--- src/rtl/instruction_fetch_arbiter.sv ---
// rtl/instruction_fetch_arbiter.sv - round-robin arbiter from per-warp fetchers to one instruction memory port
module instruction_fetch_arbiter #(
    parameter int NUM_WARPS  = 4,
    parameter int ADDR_WIDTH = 8,
    parameter int DATA_WIDTH = 16
) (
    input  logic                            clk,
    input  logic                            reset,
    input  logic [NUM_WARPS-1:0]            fetch_read_valid,
    input  logic [NUM_WARPS*ADDR_WIDTH-1:0] fetch_read_address,
    output logic [NUM_WARPS-1:0]            fetch_read_ready,
    output logic [DATA_WIDTH-1:0]           fetch_read_data,
    output logic                            mem_read_valid,
    output logic [ADDR_WIDTH-1:0]           mem_read_address,
    input  logic                            mem_read_ready,
    input  logic [DATA_WIDTH-1:0]           mem_read_data,
    output logic                            busy
);

    localparam int IDX_W = $clog2(NUM_WARPS);

    localparam logic [1:0] IDLE = 2'd0;
    localparam logic [1:0] REQ  = 2'd1;
    localparam logic [1:0] RESP = 2'd2;

    logic [1:0]            state;
    logic [IDX_W-1:0]      rr_ptr;
    logic [IDX_W-1:0]      grant_idx;
    logic [IDX_W-1:0]      pick;
    logic [IDX_W-1:0]      cand;
    logic [ADDR_WIDTH-1:0] addr_arr [NUM_WARPS];

    always_comb begin
        for (int i = 0; i < NUM_WARPS; i++) begin
            addr_arr[i] = fetch_read_address[i*ADDR_WIDTH +: ADDR_WIDTH];
        end
    end

    // Walk from the farthest candidate back to rr_ptr+1 so the nearest set bit wins.
    always_comb begin
        pick = '0;
        cand = '0;
        for (int k = NUM_WARPS; k >= 1; k--) begin
            cand = IDX_W'((int'(rr_ptr) + k) % NUM_WARPS);
            if (fetch_read_valid[cand]) begin
                pick = cand;
            end
        end
    end

    always_ff @(posedge clk) begin
        if (!reset) begin
            state            <= IDLE;
            rr_ptr           <= IDX_W'(NUM_WARPS - 1);
            grant_idx        <= '0;
            fetch_read_data  <= '0;
            mem_read_address <= '0;
        end else begin
            case (state)
                IDLE: begin
                    if (|fetch_read_valid) begin
                        grant_idx        <= pick;
                        mem_read_address <= addr_arr[pick];
                        state            <= REQ;
                    end
                end
                REQ: begin
                    if (mem_read_ready) begin
                        fetch_read_data <= mem_read_data;
                        rr_ptr          <= grant_idx;
                        state           <= RESP;
                    end
                end
                RESP:    state <= IDLE;
                default: state <= IDLE;
            endcase
        end
    end

    assign mem_read_valid   = (state == REQ);
    assign busy             = (state != IDLE);
    assign fetch_read_ready = (state == RESP) ? (NUM_WARPS'(1) << grant_idx) : '0;

endmodule
--- config.mk ---
export PLATFORM = sky130hd
export DESIGN_NAME = instruction_fetch_arbiter
export DESIGN_NICKNAME = d
export VERILOG_FILES = /design/src/rtl/instruction_fetch_arbiter.sv
export SDC_FILE = /design/constraint.sdc
export NUM_CORES = 1
export LEC_CHECK = 0
export BUFFER_PORTS_ARGS = -buffer_cell sky130_fd_sc_hd__buf_2
export CORE_MARGIN = 4
export CORE_UTILIZATION = 44
export DETAILED_ROUTE_END_ITERATION = 10
export HOLD_SLACK_MARGIN = 0.1
export PLACE_DENSITY = 0.77
export SETUP_SLACK_MARGIN = 0.02
export SYNTH_ARGS = -nofsm -noshare
export SYNTH_HDL_FRONTEND = slang
export SYNTH_SLANG_ARGS = --single-unit
--- constraint.sdc ---
create_clock -name clk -period 2.5 [get_ports clk]
set_input_delay 0.125 -clock clk [delete_from_list [all_inputs] [get_ports clk]]
set_output_delay 0.125 -clock clk [all_outputs]
set_load 0.02 [all_outputs]
==> impl_metrics.csv, run 1 <==
group,metric,value,unit
power_and_ir_drop,p_leak,1.05,nW
worst_setup_path,path_cells,"nand2b_1 -> a21oi_1 -> nor3_2 -> buf_4 -> mux2_2 -> a221o_1",
worst_setup_path,cpPeakStageDelay,420,ps
clock_tree,cts_tree,"yes",
clock_tree,ctsHoldBuffers,17,
power_and_ir_drop,internal_power,0.000809,W
die,ios,85,
clock_tree,post-cts-setup-buffers,0,
worst_setup_path,critPathArrivalTime,2120,ps
die,die-area,0.00442,mm2
clock_tree,clk_pin_slew,100,ps
clock_tree,post_cts_resized,0,
clock_tree,cts.sinks,30,
sta,fin_crit_sh,0.758,
sta,max_slew_margin,0.551,
placed_design,io_buffers,84,
die,start_util,0.477,
worst_setup_path,critPathLaunchType,"flip-flop",
cells_and_area,n_fill_cell,286,
power_and_ir_drop,p_sw,0.000379,W
global_route,grt_max_degree,36,
worst_setup_path,slowest_stage,"a21oi_1",
synth,netlist_instances,176,
clock_tree,cts_root_buf,"clkbuf_4",
drt,drc,0,
clock_tree,clk_latency,340,ps
cells_and_area,multiInputGateArea,870,um2
placed_design,gp_congestion,0.778,
clock_tree,htree_levels,2,
cells_and_area,layout_commonest_cell,"buf_2",
sta,skew,11.9,ps
synth,yosysUniqueCellTypes,30,
drt,drt_iter0_drc,80,
sta,drv_slew,0,
sta,fmaxAchievable,528,MHz
cells_and_area,seqCellArea,601,um2
cells_and_area,design_area,0.00220,mm2
placed_design,hpwl,3090,um
sta,setup_tns,0,ps
die,rows,20,
outcome,status,"completed",
worst_setup_path,worst_setup_path_end_kind,"flip-flop",
drt,firstDrtPassIters,4,
synth,syn_area,0.00151,mm2
synth,ys_ff_latch,30,
cells_and_area,fin_nets,335,
clock_tree,cts_max_path_buffers,2,
worst_setup_path,path_class,"flip-flop to flip-flop",
die,dieHeight,66.5,um
sta,finalCriticalPeriod,1900,ps
power_and_ir_drop,pwr-share-comb,0.285,
power_and_ir_drop,ir_worst_vdd,0.000284,V
global_route,antenna_found_initial,0,
power_and_ir_drop,seq_power_share,0.455,
cells_and_area,layout-drive-gt1-share,0.363,
power_and_ir_drop,p_per_area,539,mW/mm2
run,drv_cap,0,
power_and_ir_drop,clockPowerShare,0.259,
synth,yosysWarnings,0,
hold_path,min_path_type,"primary input to flip-flop",
worst_setup_path,cp_max_fo,6,
worst_setup_path,crit_required,2730,ps
global_route,grt-ovfl-total,0,
global_route,grt_usage,0.214,
sta,worst_pin_slew,673,ps
drt,ant_nets,0,
drt,routed_via_density,4.99,
global_route,first_global_vias,1597,
drt,wl_per_cell,13.5,um
synth,synth_area_per_cell,8.55,um2
synth,syn-num-nets,231,
sta,hold_viol_final,0,
power_and_ir_drop,p_sw_frac,0.319,
placed_design,placedInstanceArea,0.00197,mm2
sta,setup_violations,0,
clock_tree,cts_buffers,5,
drt,vias,1622,
synth,yosysSeqAreaShare,0.399,
die,core-area,0.00315,mm2
drt,drt_wl_total,4390,um
cells_and_area,antennaDiodeCount,0,
sta,rsz0062_at_grt,"false",
global_route,grt_first_pass_wirelength,7200,um
cells_and_area,final_cell_mix,"buf_2 (84), nand2_1 (42), dfxtp_1 (30)",
cells_and_area,syn2layout_area_growth,46.3,%
die,die_x,66.5,um
-- state kept, by name, indices dropped and copies added (netlist names) --
signal,flops
grant_idx,2
state,2
mem_read_address,8
rr_ptr,2
fetch_read_data,16
-- kinds of logic after synthesis --
kind of cell    share of synthesized area
compound gates                      0.254
buf+inv                            0.0233
flops                               0.399
mux                                0.0981
simple gates                        0.225
-- per-stage QoR --
stage                     hold slack (ps)  std cells  setup slack (ps)  total power, W   util
after floorplan                       264        176               667        0.000749      -
after global placement                380        300               691        0.000865  0.625
after detailed placement              384        300               647        0.000870  0.625
after CTS                             108        325               626         0.00120  0.698
after global routing                  128        325               488         0.00126  0.698
final                                 110        325               604         0.00119  0.698
-- final timing paths --
check                             end  depth (start not counted)                   start  slack (ps)
hold / removal    mem_read_address[7]                          3  fetch_read_address[15]         110
hold reg to reg    fetch_read_data[1]                          2      fetch_read_data[1]         470
setup / recovery  mem_read_address[4]                          6               rr_ptr[0]         600
setup reg to reg  mem_read_address[4]                          6               rr_ptr[0]         600
-- critical path, delay by kind of cell (launching register included) --
kind / cells / cell delay [ps]
multiplexers: 1 / 270
AND/OR/NAND/NOR: 2 / 300
buffers and inverters: 1 / 180
flip-flops: 1 / 330
AO/OA/AOI/OAI: 2 / 700
-- routing by layer --
layer,track usage,share of wire,vias to the layer above
li1,-,-,838
met1,0.254,0.41,711
met2,0.369,0.49,67
met3,0.0590,0.086,6
met4,0.0685,0.011,0
met5,0,0,-
-- power groups by stage --
stage | sequential [W] | clock, W | combinational (W)
after floorplan | 0.000588 | 0 | 0.000160
after global placement | 0.000551 | 0 | 0.000314
after detailed placement | 0.000551 | 0 | 0.000319
after CTS | 0.000541 | 0.000316 | 0.000340
after global routing | 0.000547 | 0.000340 | 0.000374
final | 0.000541 | 0.000308 | 0.000339
-- area by class of cell --
class,instances,area share
Sequential cell,30,0.273
Clock inverter,1,0.00227
Inverter,3,0.00511
Multi-Input combinational cell,137,0.395
Clock buffer,7,0.0250
Tap cell,44,0.0250
Timing Repair Buffer,103,0.275
-- cells in the mapped netlist --
cell type | count | area, um2
o21ai_1 | 4 | 20.0
nand2b_1 | 3 | 18.8
inv_1 | 3 | 11.3
dfxtp_1 | 30 | 601
a221o_1 | 3 | 30.0
mux2_2 | 6 | 67.6
and2_1 | 1 | 6.26
nand2_1 | 42 | 158
o211ai_1 | 4 | 30.0
nor3_1 | 1 | 5.00
a21boi_0 | 21 | 158
nor4b_1 | 2 | 17.5
buf_2 | 1 | 5.00
nor2_1 | 7 | 26.3
o211a_1 | 1 | 10.0
o21ai_0 | 3 | 15.0
a221oi_4 | 1 | 26.3
nor2b_2 | 1 | 8.76
nor3_2 | 1 | 10.0
nor3b_1 | 1 | 7.51
nor2b_1 | 3 | 18.8
a211oi_1 | 4 | 30.0
and3_1 | 6 | 37.5
mux2i_1 | 8 | 80.1
o21a_1 | 3 | 22.5
a211o_1 | 1 | 8.76
clkbuf_1 | 5 | 18.8
o31ai_1 | 3 | 22.5
nand3_1 | 5 | 25.0
a21oi_1 | 2 | 10.0
(Power assumes the default switching activity.)
==> inputs of run 2 (changes only) <==
Settings changed: CORE_UTILIZATION 44 to 39, PLACE_DENSITY 0.77 to 0.72.
Clock period 2.5 ns to 1.7 ns, I/O delays scaled along.
==> run 2 against run 1 <==
- die area increased by 11%
- critical path depth fell by 1
- sequential share of layout area is 2.0 points lower
- largest power group unchanged
==> impl_metrics.csv, run 2 (synthesized netlist as in run 1, its figures left out) <==
group,metric,value,unit
outcome,status,"completed",
power_and_ir_drop,p_sw_frac,0.275,
power_and_ir_drop,internal_power,0.00150,W
hold_path,hold_depth,3,
sta,finalCriticalPeriod,1660,ps
placed_design,gp_congestion,0.767,
clock_tree,clk_latency,270,ps
hold_path,min_path_type,"primary input to flip-flop",
drt,routed_via_density,4.95,
drt,firstDrtPassIters,4,
cells_and_area,max_flop_register,"fetch_read_data",
drt,drc,0,
die,start_util,0.408,
sta,setup_violations,0,
sta,hold_ws,159,ps
cells_and_area,antennaDiodeCount,0,
sta,rsz0062_at_grt,"true",
placed_design,dp_cells,310,
cells_and_area,largest_register_ff_count,16,
cells_and_area,layout_commonest_cell,"buf_2",
clock_tree,cts_buffers,5,
worst_setup_path,critPathLaunchType,"flip-flop",
sta,max_slew_margin,0.660,
worst_setup_path,worst-path-buf-inv,0,
die,die-area,0.00492,mm2
clock_tree,cts_max_path_buffers,2,
power_and_ir_drop,p_per_area,865,mW/mm2
cells_and_area,fin_nets,342,
die,die_x,70.1,um
worst_setup_path,crit_family,"compound AO/OA/AOI/OAI gates",
worst_setup_path,slowest_stage,"dfxtp_4",
drt,ant_nets,0,
run,drv_cap,0,
global_route,top_usage_layer,"met2",
sta,hold_viol_final,0,
hold_path,whs_endpoint,"mem_read_address[2]",
cells_and_area,layout-drive-gt1-share,0.415,
global_route,first_global_vias,1560,
power_and_ir_drop,clockPowerShare,0.346,
worst_setup_path,critPathArrivalTime,1820,ps
worst_setup_path,path_cells,"nor2b_4 -> o21a_4 -> nor3_4 -> mux2_4 -> a221o_1",
die,dieHeight,70.1,um
power_and_ir_drop,ir_worst_vdd,0.000561,V
sta,fin_crit_sh,0.976,
cells_and_area,biggestRegsByFlops,"fetch_read_data x16, mem_read_address x8",
clock_tree,htree_levels,2,
worst_setup_path,r2r_cells,5,
sta,drv_slew,0,
power_and_ir_drop,p_leak,1.15,nW
drt,vias,1659,
sta,worst_pin_slew,510,ps
worst_setup_path,crit_required,1860,ps
worst_setup_path,rr_endpoint,"mem_read_address[6]",
worst_setup_path,cp_max_fo,5,
die,core-area,0.00369,mm2
die,ios,85,
sta,skew,3.18,ps
cells_and_area,syn2layout_area_growth,59.0,%
worst_setup_path,reg2reg_from,"rr_ptr[0]",
worst_setup_path,r2r_setup_slack,40,ps
sta,fmaxAchievable,603,MHz
global_route,antenna_found_initial,0,
power_and_ir_drop,pwr-share-comb,0.267,
placed_design,io_buffers,84,
power_and_ir_drop,p_sw,0.000570,W
die,rows,22,
global_route,grt_max_degree,36,
sta,fin_ws,40.8,ps
cells_and_area,n_fill_cell,343,
placed_design,placedInstanceArea,0.00205,mm2
clock_tree,cts.sinks,30,
power_and_ir_drop,seq_power_share,0.387,
hold_path,hold_start,"fetch_read_address[26]",
global_route,grt-ovfl-total,0,
global_route,met3_usage,0.0489,
cells_and_area,final_cells,335,
worst_setup_path,cpPeakStageDelay,370,ps
global_route,grt_usage,0.174,
global_route,grt_first_pass_wirelength,7000,um
drt,wl_per_cell,12.8,um
placed_design,dp_slack,-9.35,ps
global_route,met2_usage,0.285,
drt,drt_iter0_drc,59,
worst_setup_path,worst_setup_path_end_kind,"flip-flop",
drt,drt_wl_total,4300,um
cells_and_area,design_area,0.00239,mm2
sta,setup_tns,0,ps
clock_tree,cts_root_buf,"clkbuf_8",
worst_setup_path,path_class,"flip-flop to flip-flop",
global_route,met1_usage,0.213,
cells_and_area,final_cell_mix,"buf_2 (84), nand2_1 (42), dfxtp_1 (28)",
placed_design,hpwl,3180,um
clock_tree,cts_tree,"yes",
clock_tree,clk_pin_slew,60,ps
## run 2: cell count changes in the layout (fill, tap and decap cells not counted), moves of 2 or more
cell and delta:
clkbuf_4 -5, buf_4 +5, mux2_2 -3, dfxtp_1 -2
mux2_4 +3, clkbuf_8 +5
## run 2: per-stage QoR
step | utilization | total power [W]
2_1_floorplan | - | 0.00111
3_3_place_gp | 0.556 | 0.00131
3_5_place_dp | 0.556 | 0.00131
4_1_cts | 0.633 | 0.00206
5_1_grt | 0.649 | 0.00218
6_report | 0.649 | 0.00207
## run 2: power by group through the flow
stage               sequential [W]  clock, W  combinational [W]
global placement          0.000813         0           0.000493
global route              0.000809  0.000770           0.000600
floorplan                 0.000865         0           0.000242
CTS                       0.000798  0.000733           0.000531
detailed placement        0.000812         0           0.000499
finish                    0.000800  0.000716           0.000553
## run 2: worst max-delay path by stage
stage                          from                  end  slack (ps)  cells past startpoint
final                     rr_ptr[0]  mem_read_address[6]          40                      5
after global routing      rr_ptr[0]  mem_read_address[6]         -10                      5
after CTS                 rr_ptr[0]  mem_read_address[6]          30                      5
after detailed placement  rr_ptr[0]  mem_read_address[4]          -9                      6
after global placement    rr_ptr[0]  mem_read_address[4]          50                      6
after floorplan           rr_ptr[0]  mem_read_address[2]          20                      5
## run 2: cell type report
cell class                      instances  area [um2]  area share
Sequential cell                        30         606       0.253
Multi-Input combinational cell        137         930       0.388
Clock inverter                          1        30.0      0.0125
Tap cell                               48        60.1      0.0251
Clock buffer                            6        82.6      0.0345
Timing Repair Buffer                  110         674       0.282
Inverter                                3        11.3     0.00470
## run 2: repair_timing
item / 4_1_cts / 5_1_grt
buffers inserted: 0 / 1
setup endpoints to repair: 4 / 8
gates resized for setup: 1 / 14
endpoints found under the hold margin: 17 / 0
hold buffers: 17 / 0
pin swaps: 1 / 1
## run 2: tightest hold or removal path, stage by stage
cell     delay, ps
buf_2           80
mux2_4         120
a221o_1        120
## run 2: metal layers
metal  up-vias  part of all wire  routed length [um]
met5         -                 0                   0
met1       755              0.43                1830
met4         0             0.014                  59
met2        49              0.49                2110
met3         5             0.070                 303
li1        850                 -                   -
==> inputs of run 3 (changes only) <==
--- a/constraint.sdc
+++ b/constraint.sdc
@@ -3,2 +3,2 @@
 set_output_delay 0.085 -clock clk [all_outputs]
-set_load 0.02 [all_outputs]
+set_load 0.1 [all_outputs]
==> run 3 against run 2 <==
- combinational power is 55% higher
- power is 15% higher
- die area stayed put
- wire length is 1.1% higher
- non-clock buffer count is 3 lower
- sequential cell count stayed put
- first-iteration DRC count is 22% higher
- clock skew is 2.1 ps lower
- via count is 0.24% higher
==> impl_metrics.csv, run 3 (synthesized netlist as in run 1, its figures left out) <==
group,metric,value,unit
outcome,status,"completed",
sta,worst_pin_slew,543,ps
drt,vias,1663,
hold_path,min_path_type,"primary input to flip-flop",
cells_and_area,biggestRegsByFlops,"fetch_read_data x16, mem_read_address x8",
worst_setup_path,slowest_stage,"dfxtp_2",
clock_tree,cts_buffers,5,
cells_and_area,syn2layout_area_growth,59.4,%
worst_setup_path,cp_max_fo,4,
clock_tree,cts_max_path_buffers,2,
die,ios,85,
clock_tree,clk_latency,270,ps
cells_and_area,seqCellArea,602,um2
die,die_x,70.1,um
drt,drt_wl_total,4350,um
die,die-area,0.00492,mm2
cells_and_area,layout_commonest_cell,"buf_2",
sta,skew,1.06,ps
drt,drt_iter0_drc,72,
sta,finalCriticalPeriod,1650,ps
cells_and_area,max_flop_register,"fetch_read_data",
power_and_ir_drop,p_per_area,994,mW/mm2
placed_design,dp_slack,39.3,ps
sta,rsz0062_at_grt,"true",
cells_and_area,antennaDiodeCount,0,
power_and_ir_drop,p_sw,0.000894,W
placed_design,hpwl,3170,um
sta,setup_violations,0,
sta,max_slew_margin,0.638,
placed_design,dp_cells,308,
die,rows,22,
clock_tree,clk_pin_slew,60,ps
die,dieHeight,70.1,um
global_route,grt_usage,0.178,
cells_and_area,n_fill_cell,337,
worst_setup_path,crit_required,1870,ps
cells_and_area,design_area,0.00240,mm2
global_route,first_global_vias,1614,
global_route,antenna_found_initial,0,
clock_tree,post-cts-setup-buffers,0,
drt,firstDrtPassIters,4,
worst_setup_path,worst-path-buf-inv,0,
power_and_ir_drop,ir_worst_vdd,0.000597,V
sta,hold_viol_final,0,
cells_and_area,largest_register_ff_count,16,
drt,routed_via_density,5.01,
sta,fmaxAchievable,605,MHz
global_route,grt_first_pass_wirelength,7210,um
die,start_util,0.408,
worst_setup_path,path_cells,"nor2b_4 -> o21a_4 -> nor3_4 -> mux2_4 -> a221o_1",
power_and_ir_drop,seq_power_share,0.337,
power_and_ir_drop,clockPowerShare,0.304,
worst_setup_path,crit_family,"compound AO/OA/AOI/OAI gates",
cells_and_area,final_cell_mix,"buf_2 (80), nand2_1 (41), dfxtp_1 (29)",
power_and_ir_drop,pwr-share-comb,0.359,
clock_tree,cts.sinks,30,
clock_tree,cts_tree,"yes",
sta,setup_tns,0,ps
drt,ant_nets,0,
clock_tree,htree_levels,2,
power_and_ir_drop,internal_power,0.00149,W
sta,fin_crit_sh,0.972,
placed_design,io_buffers,84,
run,drv_cap,0,
cells_and_area,fin_nets,339,
global_route,grt_max_degree,36,
worst_setup_path,worst_setup_path_end_kind,"flip-flop",
worst_setup_path,critPathLaunchType,"flip-flop",
cells_and_area,final_cells,332,
worst_setup_path,path_class,"flip-flop to flip-flop",
global_route,grt-ovfl-total,0,
cells_and_area,multiInputGateArea,940,um2
sta,drv_slew,0,
placed_design,placedInstanceArea,0.00209,mm2
placed_design,gp_congestion,0.734,
sta,fin_ws,47.2,ps
power_and_ir_drop,p_leak,1.14,nW
drt,wl_per_cell,13.1,um
die,core-area,0.00369,mm2
clock_tree,cts_root_buf,"clkbuf_8",
drt,drc,0,
worst_setup_path,critPathArrivalTime,1820,ps
cells_and_area,layout-drive-gt1-share,0.419,
power_and_ir_drop,p_sw_frac,0.375,
worst_setup_path,cpPeakStageDelay,360,ps
## run 3: layout make-up
| cell class | instances | share of cell area |
|---|---|---|
| Timing Repair Buffer | 107 | 0.281 |
| Clock buffer | 6 | 0.0344 |
| Inverter | 3 | 0.00469 |
| Tap cell | 48 | 0.0250 |
| Sequential cell | 30 | 0.251 |
| Multi-Input combinational cell | 137 | 0.392 |
| Clock inverter | 1 | 0.0125 |
## run 3: what timing repair did
action,CTS,global route
resized for setup,0,9
hold buffers,17,0
endpoints found under the setup margin,0,10
hold endpoints to repair,17,0
## run 3: path summary, 6_finish.rpt
kind                         endpoint              startpoint  cells after the start  slack [ps]
hold reg to reg   mem_read_address[1]     mem_read_address[1]                      2         460
hold / removal    mem_read_address[6]  fetch_read_address[22]                      3         150
setup / recovery  mem_read_address[2]               rr_ptr[0]                      5          50
setup reg to reg  mem_read_address[2]               rr_ptr[0]                      5          50
## run 3: routing by layer
metal / GRT usage / up-vias / share of wire / routed length (um)
li1: - / 847 / - / -
met3: 0.0432 / 2 / 0.057 / 249
met4: 0.0447 / 0 / 0.0051 / 22
met2: 0.325 / 47 / 0.52 / 2280
met1: 0.206 / 767 / 0.41 / 1800
met5: 0 / - / 0 / 0
## run 3: through the flow
stage	total power (W)	utilization	hold WS (ps)
CTS	0.00239	0.643	144
global placement	0.00163	0.566	339
finish	0.00238	0.651	149
global route	0.00249	0.651	165
detailed placement	0.00164	0.566	344
floorplan	0.00144	-	224
## run 3: worst register-to-register path, cell delays in order, from the launching register on
cell,delay (ps)
dfxtp_2,360
nor2b_4,60
o21a_4,200
nor3_4,310
mux2_4,330
a221o_1,280
## run 3: power groups by stage
stage / combinational (W) / sequential, W / clock, W
after floorplan: 0.000301 / 0.00114 / 0
after global placement: 0.000816 / 0.000815 / 0
after detailed placement: 0.000822 / 0.000815 / 0
after CTS: 0.000853 / 0.000801 / 0.000738
after global routing: 0.000905 / 0.000812 / 0.000769
final: 0.000857 / 0.000804 / 0.000724
